## config.mk

```make
export PLATFORM = sky130hd
export DESIGN_NAME = apbt1_lint_bridge_flat
export DESIGN_NICKNAME = d
export VERILOG_FILES = /design/src/rtl/apbt1_lint_bridge_if.sv /design/src/rtl/apbt1_lint_bridge.sv /design/src/flat_wrapper.sv
export SDC_FILE = /design/constraint.sdc
export NUM_CORES = 1
export LEC_CHECK = 0
export BUFFER_PORTS_ARGS = -buffer_cell sky130_fd_sc_hd__buf_2
export CAP_MARGIN = 10
export CELL_PAD_IN_SITES_DETAIL_PLACEMENT = 0
export CELL_PAD_IN_SITES_GLOBAL_PLACEMENT = 2
export CORE_UTILIZATION = 30
export CTS_CLUSTER_SIZE = 25
export DETAILED_ROUTE_END_ITERATION = 8
export PLACE_DENSITY_LB_ADDON = 0.25
export SLEW_MARGIN = 10
export SYNTH_ARGS = -nofsm -noshare
export SYNTH_HDL_FRONTEND = slang
export SYNTH_SLANG_ARGS = --single-unit
export TNS_END_PERCENT = 50
```

## constraint.sdc

```tcl
create_clock -name lint_clk -period 8.8 [get_ports lint_clk]
set_clock_uncertainty 0.1 [all_clocks]
set_input_delay 0.88 -clock lint_clk [delete_from_list [all_inputs] [get_ports lint_clk]]
set_output_delay 0.88 -clock lint_clk [all_outputs]
set_load 0.02 [all_outputs]
```

## src/rtl/apbt1_lint_bridge_if.sv

```systemverilog
// Bus bundle between the SoC LINT slave port and the eFPGA APB target.
// The bridge uses the slave view; the SoC/eFPGA environment uses the master view.
interface apbt1_lint_bridge_if #(
  parameter int AW = 20
);
  logic          lint_req;
  logic          lint_wen;
  logic [31:0]   lint_add;
  logic [3:0]    lint_be;
  logic [31:0]   lint_wdata;
  logic          lint_gnt;
  logic          lint_valid;
  logic [31:0]   lint_rdata;
  logic          efpga_req;
  logic [AW+36:0] efpga_req_data;
  logic          efpga_gnt;
  logic          efpga_valid;
  logic [31:0]   efpga_rdata;

  modport slave (
    input  lint_req, lint_wen, lint_add, lint_be, lint_wdata,
    output lint_gnt, lint_valid, lint_rdata,
    output efpga_req, efpga_req_data,
    input  efpga_gnt, efpga_valid, efpga_rdata
  );

  modport master (
    output lint_req, lint_wen, lint_add, lint_be, lint_wdata,
    input  lint_gnt, lint_valid, lint_rdata,
    input  efpga_req, efpga_req_data,
    output efpga_gnt, efpga_valid, efpga_rdata
  );
endinterface

```

## src/rtl/apbt1_lint_bridge.sv

```systemverilog
// Single-clock LINT-to-eFPGA APB bridge: one captured request per LINT transaction,
// with a minimum grant delay and an auto-grant bypass when the bridge is disabled.
module apbt1_lint_bridge #(
  parameter int APB_FPGA_ADDR_WIDTH = 20
) (
  input  logic                 lint_clk,
  input  logic                 lint_rst,
  input  logic                 enable_apb_i,
  apbt1_lint_bridge_if.slave   bus
);
  localparam int AW = APB_FPGA_ADDR_WIDTH;

  localparam logic [1:0] IDLE = 2'd0;
  localparam logic [1:0] REQ  = 2'd1;
  localparam logic [1:0] RESP = 2'd2;
  localparam logic [1:0] DONE = 2'd3;

  logic [1:0]     state_reg, state_next;
  logic [4:0]     d_reg;
  logic [AW+36:0] req_data_reg, req_data_next;
  logic [31:0]    rdata_reg, rdata_next;
  logic           start;
  logic           done;
  logic           is_read;

  // Upper LINT address bits are outside the eFPGA window and deliberately dropped.
  logic unused_add;
  assign unused_add = ^bus.lint_add[31:AW];

  // d[0]|d[1] is set from the second req cycle on, so start fires once per req assertion.
  assign start   = enable_apb_i & bus.lint_req & ~(d_reg[0] | d_reg[1]);
  assign done    = (state_reg == DONE);
  assign is_read = req_data_reg[AW+36];

  always_ff @(posedge lint_clk or posedge lint_rst) begin
    if (lint_rst) begin
      d_reg        <= '0;
      state_reg    <= IDLE;
      req_data_reg <= '0;
      rdata_reg    <= '0;
    end else begin
      d_reg        <= bus.lint_req ? {d_reg[3:0], 1'b1} : 5'b0;
      state_reg    <= state_next;
      req_data_reg <= req_data_next;
      rdata_reg    <= rdata_next;
    end
  end

  always_comb begin
    state_next    = state_reg;
    req_data_next = req_data_reg;
    rdata_next    = rdata_reg;
    case (state_reg)
      IDLE: begin
        if (start) begin
          req_data_next = {bus.lint_wen, bus.lint_add[AW-1:0], bus.lint_be, bus.lint_wdata};
          state_next    = REQ;
        end
      end
      REQ: begin
        if (bus.efpga_gnt) begin
          if (!is_read) begin
            state_next = DONE;
          end else if (bus.efpga_valid) begin
            rdata_next = bus.efpga_rdata;
            state_next = DONE;
          end else begin
            state_next = RESP;
          end
        end
      end
      RESP: begin
        if (bus.efpga_valid) begin
          rdata_next = bus.efpga_rdata;
          state_next = DONE;
        end
      end
      default: begin
        if (!bus.lint_req) state_next = IDLE;
      end
    endcase
  end

  // Request is decoded from state so reset removes it without waiting for a clock.
  assign bus.efpga_req      = (state_reg == REQ);
  assign bus.efpga_req_data = req_data_reg;

  // When disabled the port answers every request at once so the interconnect never stalls.
  assign bus.lint_gnt   = enable_apb_i ? (d_reg[4] & done) : bus.lint_req;
  assign bus.lint_valid = enable_apb_i ? done : 1'b1;
  assign bus.lint_rdata = rdata_reg;
endmodule

```

## src/flat_wrapper.sv

```systemverilog
// flat-port wrapper written by rule: the top's interface ports become plain ports
module apbt1_lint_bridge_flat 
#(
  parameter int APB_FPGA_ADDR_WIDTH = 20
)
  (lint_clk, lint_rst, enable_apb_i, bus_lint_req, bus_lint_wen, bus_lint_add, bus_lint_be, bus_lint_wdata, bus_lint_gnt, bus_lint_valid, bus_lint_rdata, bus_efpga_req, bus_efpga_req_data, bus_efpga_gnt, bus_efpga_valid, bus_efpga_rdata);
  apbt1_lint_bridge_if #(.AW((20))) bus_i ();
  input  logic lint_clk;
  input  logic lint_rst;
  input  logic enable_apb_i;
  input wire logic [$bits(bus_i.lint_req)-1:0] bus_lint_req;
  input wire logic [$bits(bus_i.lint_wen)-1:0] bus_lint_wen;
  input wire logic [$bits(bus_i.lint_add)-1:0] bus_lint_add;
  input wire logic [$bits(bus_i.lint_be)-1:0] bus_lint_be;
  input wire logic [$bits(bus_i.lint_wdata)-1:0] bus_lint_wdata;
  output wire logic [$bits(bus_i.lint_gnt)-1:0] bus_lint_gnt;
  output wire logic [$bits(bus_i.lint_valid)-1:0] bus_lint_valid;
  output wire logic [$bits(bus_i.lint_rdata)-1:0] bus_lint_rdata;
  output wire logic [$bits(bus_i.efpga_req)-1:0] bus_efpga_req;
  output wire logic [$bits(bus_i.efpga_req_data)-1:0] bus_efpga_req_data;
  input wire logic [$bits(bus_i.efpga_gnt)-1:0] bus_efpga_gnt;
  input wire logic [$bits(bus_i.efpga_valid)-1:0] bus_efpga_valid;
  input wire logic [$bits(bus_i.efpga_rdata)-1:0] bus_efpga_rdata;
  assign bus_i.lint_req = bus_lint_req;
  assign bus_i.lint_wen = bus_lint_wen;
  assign bus_i.lint_add = bus_lint_add;
  assign bus_i.lint_be = bus_lint_be;
  assign bus_i.lint_wdata = bus_lint_wdata;
  assign bus_lint_gnt = bus_i.lint_gnt;
  assign bus_lint_valid = bus_i.lint_valid;
  assign bus_lint_rdata = bus_i.lint_rdata;
  assign bus_efpga_req = bus_i.efpga_req;
  assign bus_efpga_req_data = bus_i.efpga_req_data;
  assign bus_i.efpga_gnt = bus_efpga_gnt;
  assign bus_i.efpga_valid = bus_efpga_valid;
  assign bus_i.efpga_rdata = bus_efpga_rdata;
  apbt1_lint_bridge #(.APB_FPGA_ADDR_WIDTH(APB_FPGA_ADDR_WIDTH)) u_core (.lint_clk(lint_clk), .lint_rst(lint_rst), .enable_apb_i(enable_apb_i), .bus(bus_i));
endmodule
```

==> results.toml, run 1 <==
[run_status]
status = "finished, final reports clean"

[final_layout]
ff_latch_area_um2 = 2400
fin_nets = 531
largest_register_ffs = 57
final_cell_mix = "buf_2 (186), dfrtp_1 (96), mux2_2 (61)"
final_area_um2 = 5230
fillers = 1180
areaGrowthSynthToFinish_pct = 36.6
multi_input_area_um2 = 1340
drive_above_1_share_pct = 70.4
final_common_cell = "buf_2"
diodes = 0

[routing]
top_layer_used = "met4"
drt_iter0_markers = 98
m1WireLength_mm = 3.66
vias = 2464
first_pass_iters = 3
routed_via_density = 4.18
route.met3.wl_um = 913
ant_nets = 0
wl_per_cell_um = 13.7
dr_wl_met2_mm = 3.38
detail_route.wirelength_mm = 8.11
drc = 0

[power]
ir_worst_vdd_uv = 168
p_leak_nw = 2.78
powerDensity_nw_per_um2 = 390

[placement]
place_congestion = 0.665
dp_hpwl_mm = 5.80
place_ws_ns = 6.12
dpl-instance-area_um2 = 4920
io_buffers = 186

[logic_synthesis]
synth_top_area_cell = "dfrtp_1"
syn_avg_cell_area_um2 = 16.8
syn_area_um2 = 3830
ys_ff_latch = 96
ys_top_cells_by_area = "dfrtp_1 (63%), mux2_2 (18%), mux2_4 (12%)"
netlist_instances = 228
yosysWarnings = 0
ys_seq_area_share_pct = 62.8
synth_top_cell_area_share_pct = 62.8
synth_nets = 341
ys_types = 18

[cts]
cts_sinks = 96
clockRootBuffer = "clkbuf_16"
worst_skew_pair.late_latency_ns = 0.33
cts_hold_buf = 0
cts.clk_slew.worst_paths_ns = 0.06
cts_buffers = 9
cts_tree = "built"
cts_resized = 0
post_cts_buffers = 0
h-tree-depth = 3
cts_buffer_depth = 2

[critical_path]
cp.required_ns = 7.82
path_max_fanout = 8
worstSetupEndpointType = "output pin"
arrival_ns = 1.39
slowest_delay_ns = 0.18
path_cells = "buf_2, inv_1, o21ai_0, buf_2"
cp_slowest_cell = "buf_2"
crit_path_frequent_cell = "buf_2"
critPathKind = "input pin to output pin"
start_kind = "input pin"

[sta]
fin_tns_setup_ns = 0
worst_pin_slew_ns = 0.963
fin_crit_ns = 2.37
slew_headroom_pct = 35.8
drv_slew = 0
fin_ws_ns = 6.43
finalHoldViolations = 0
finalSetupViolations = 0
fmax_ghz = 0.423
period_share_pct = 26.9
rsz0062_at_grt = "no"

[floorplanning]
dieArea_um2 = 13200
ios = 199
start_util_pct = 31.3
core_area_um2 = 12200
die_x_um = 115
die_h_um = 115
num_rows = 40

[hold_path]
hold_class = "register to register"

[global_routing]
grt-ovfl-total = 0
grt.total_usage_pct = 12.6
grt_pass1_wl_mm = 12.5
grt_max_degree = 58
antenna_found_initial = 0
grt_pass1_vias = 2422

[flow_run]
maxCapViolCount = 0
-- final cells by class --
class                           count  share of cell area (%)
Clock inverter                      3                   0.766
Inverter                            7                   0.550
Timing Repair Buffer              188                    18.1
Multi-Input combinational cell    116                    25.6
Tap cell                          168                    4.02
Sequential cell                    96                    45.9
Clock buffer                       12                    5.10
-- synthesized netlist by cell type --
library cell  number
a21oi_1            1
a311oi_2           1
and2_1             4
and4bb_1           1
buf_2              5
buf_6              4
dfrtp_1           96
ha_1               6
inv_1              7
mux2_2            61
mux2_4            30
nand2_1            2
nand2b_1           1
nand3_1            2
nor2_1             2
nor2b_1            1
o21ai_0            3
o22ai_1            1
-- critical path: cells and delay by family --
family                 cells  cell delay (ns)
buffers and inverters      3             0.38
AO/OA/AOI/OAI              1             0.13
-- worst paths after layout --
| kind | startpoint | endpoint | slack (ns) | cells past startpoint |
|---|---|---|---|---|
| max | bus_lint_req | bus_lint_gnt | 6.43 | 4 |
| min | u_core.d_reg[3] | u_core.d_reg[4] | 0.36 | 1 |
| max reg2reg | u_core.state_reg[0] | u_core.bus.efpga_req_data[41] | 6.65 | 4 |
| min reg2reg | u_core.d_reg[3] | u_core.d_reg[4] | 0.36 | 1 |
| max in group asynchronous | lint_rst | u_core.bus.efpga_req_data[54] | 7.02 | 3 |
| min in group asynchronous | lint_rst | u_core.bus.efpga_req_data[14] | 0.52 | 2 |
-- power by group --
group / internal, mW / switching [mW]
clock network: 0.241 / 0.159
logic: 0.403 / 0.482
registers: 0.654 / 0.102
total: 1.30 / 0.742
-- routing by layer --
layer	GRT usage, %	vias to the layer above
li1	-	1173
met1	16.0	1149
met2	17.9	132
met3	5.59	10
met4	6.75	0
met5	0	-
-- cell families after synthesis --
group                      count (synthesis)  synth area share (%)
DFF                                       96                  62.8
muxes                                     91                  29.7
buffers and inverters                     16                  2.52
and+or+nand+nor                           13                  1.96
AOI/OAI and AO/OA                          6                  1.08
adders and majority gates                  6                  1.96
-- stage by stage --
stage	total power [mW]	util [%]	hold WS, ns	cells
detailed placement	1.66	40.3	0.350	575
global route	2.17	42.8	0.389	590
floorplan	1.36	-	0.334	228
finish	2.04	42.8	0.364	590
global placement	1.65	40.3	0.344	575
CTS	2.07	42.8	0.365	590
(Power assumes the default switching activity.)
==> run 2, diff against run 1 <==
Settings changed: CORE_UTILIZATION 30 to 26.
Clock period 8.8 ns to 1.9 ns, I/O delays scaled along.
==> run 2 against run 1 <==
  * Critical path depth grew 2
  * Die area is 15% higher
  * Global-route usage decreased by 0.24 points
  * Sequential share of layout area is 7.7 points lower
  * Setup slack lost 6.4 ns
  * Register-to-register slack got worse by 6.6 ns
  * Count of clock-buffer cells in the layout is 3 lower
  * First-iteration DRC count decreased by 32%
  * Largest cell class unchanged
  * Largest power group unchanged
==> results.toml, run 2 (synthesis gave the netlist of run 1 again) <==
[cts]
cts_buffers = 9
cts_sinks = 96
cts.clk_slew.worst_paths_ns = 0.06
clockRootBuffer = "clkbuf_16"
h-tree-depth = 3
cts_tree = "built"
worst_skew_pair.late_latency_ns = 0.34
cts_buffer_depth = 2

[final_layout]
drive_above_1_share_pct = 59.0
final-instance-count-excl-fill = 700
fin_nets = 630
final_common_cell = "buf_2"
areaGrowthSynthToFinish_pct = 64.1
largest_register_ffs = 57
diodes = 0
final_cell_mix = "buf_2 (186), dfrtp_1 (96), dlygate4sd3_1 (91)"
final_area_um2 = 6280

[sta]
fin_tns_setup_ns = 0
fmax_ghz = 0.543
finalSetupViolations = 0
slew_headroom_pct = 64.5
worst_pin_slew_ns = 0.532
finalHoldViolations = 0
period_share_pct = 97.0
fin_crit_ns = 1.84
drv_slew = 0

[critical_path]
slowest_delay_ns = 0.53
r2r-end = "u_core.state_reg[1]"
critPathTopFamily = "buffers and inverters"
arrival_ns = 1.97
path_cells = "dlygate4sd3_1, buf_2, and4bb_2, nor2b_1, a311oi_2, mux2_2"
worstSetupEndpointType = "register"
cp.required_ns = 2.02
critPathKind = "input pin to register"
rr_worst_depth = 5
cp_slowest_cell = "dlygate4sd3_1"
path_max_fanout = 8
timing.rr.start = "u_core.state_reg[0]"
worst-path-buf-inv = 2
reg2reg_slack_ns = 0.08
start_kind = "input pin"
crit_cells = 6

[floorplanning]
die_h_um = 123
die_x_um = 123
core_area_um2 = 14100
ios = 199
dieArea_um2 = 15200
num_rows = 43
start_util_pct = 27.2

[placement]
placedCellCount = 592
dp_hpwl_mm = 6.19
place_congestion = 0.683
io_buffers = 186
dpl-instance-area_um2 = 5040

[routing]
drc = 0
drt_iter0_markers = 67
first_pass_iters = 3
routed_via_density = 4.08
detail_route.wirelength_mm = 9.48
ant_nets = 0
wl_per_cell_um = 13.5
vias = 2856

[hold_path]
min-delay-start = "bus_efpga_valid"
hold_class = "input pin to register"
whs_endpoint = "u_core.state_reg[0]"
min_path_cells = 4

[power]
powerDensity_nw_per_um2 = 1540
p_leak_nw = 3.21
ir_worst_vdd_uv = 802

[global_routing]
grt-ovfl-total = 0
grt_pass1_wl_mm = 14.1
grt_pass1_vias = 2884
grt.total_usage_pct = 12.3
antenna_found_initial = 0
grt_max_degree = 97

[run_status]
status = "finished, final reports clean"

[flow_run]
maxCapViolCount = 0
run 2: layout make-up:
type	count	area, um^2
Clock inverter	5	58.8
Inverter	7	30.0
Tap cell	180	225
Fill cell	1320	7820
Timing Repair Buffer	287	2000
Clock buffer	9	225
Sequential cell	96	2400
Multi-Input combinational cell	116	1340
run 2: layer usage:
metal / up-vias / track usage, % / wire [um]
li1: 1367 / - / -
met1: 1347 / 14.1 / 3930
met2: 132 / 19.9 / 4430
met3: 10 / 6.37 / 1040
met4: 0 / 3.77 / 85
met5: - / 0 / 0
run 2: repair_timing:
item / CTS / global route
resized for setup: 0 / 4
endpoints found under the setup margin: 0 / 34
setup buffers: 0 / 2
endpoints found under the hold margin: 186 / 0
hold buffers: 91 / 0
run 2: worst max-delay path by stage:
| stage | endpoint | slack, ns | from |
|---|---|---|---|
| 2_1_floorplan | u_core.bus.lint_rdata[0] | 0.04 | u_core.state_reg[1] |
| 3_3_place_gp | u_core.state_reg[1] | 0.07 | u_core.state_reg[0] |
| 3_5_place_dp | u_core.bus.lint_rdata[30] | 0.06 | u_core.state_reg[1] |
| 4_1_cts | u_core.bus.lint_rdata[24] | 0.05 | u_core.state_reg[1] |
| 5_1_grt | u_core.state_reg[0] | -0.01 | u_core.state_reg[0] |
| 6_report | u_core.state_reg[1] | 0.06 | bus_lint_req |
run 2: metrics by stage:
| step | utilization [%] | hold WS, ns | power (mW) | worst slack (ns) |
|---|---|---|---|---|
| 6_report | 44.6 | 0.264 | 9.68 | 0.0579 |
| 5_1_grt | 44.6 | 0.299 | 10.3 | -0.0120 |
| 4_1_cts | 44.2 | 0.227 | 9.74 | 0.0497 |
| 3_5_place_dp | 35.8 | 0.284 | 7.75 | 0.0609 |
| 3_3_place_gp | 35.8 | 0.287 | 7.68 | 0.0681 |
| 2_1_floorplan | - | 0.121 | 6.29 | 0.0402 |
run 2: worst register-to-register path: stages, from the launching register on:
cell and delay (ns):
dfrtp_1 0.41, inv_1 0.10, ha_1 0.25, nor2b_1 0.15, a311oi_2 0.32, mux2_2 0.37
run 2: where the power goes:
group / internal (mW) / total (mW) / switching, mW
logic: 2.08 / 4.38 / 2.30
registers: 3.03 / 3.53 / 0.499
clock network: 1.01 / 1.77 / 0.762
total: 6.12 / 9.68 / 3.56
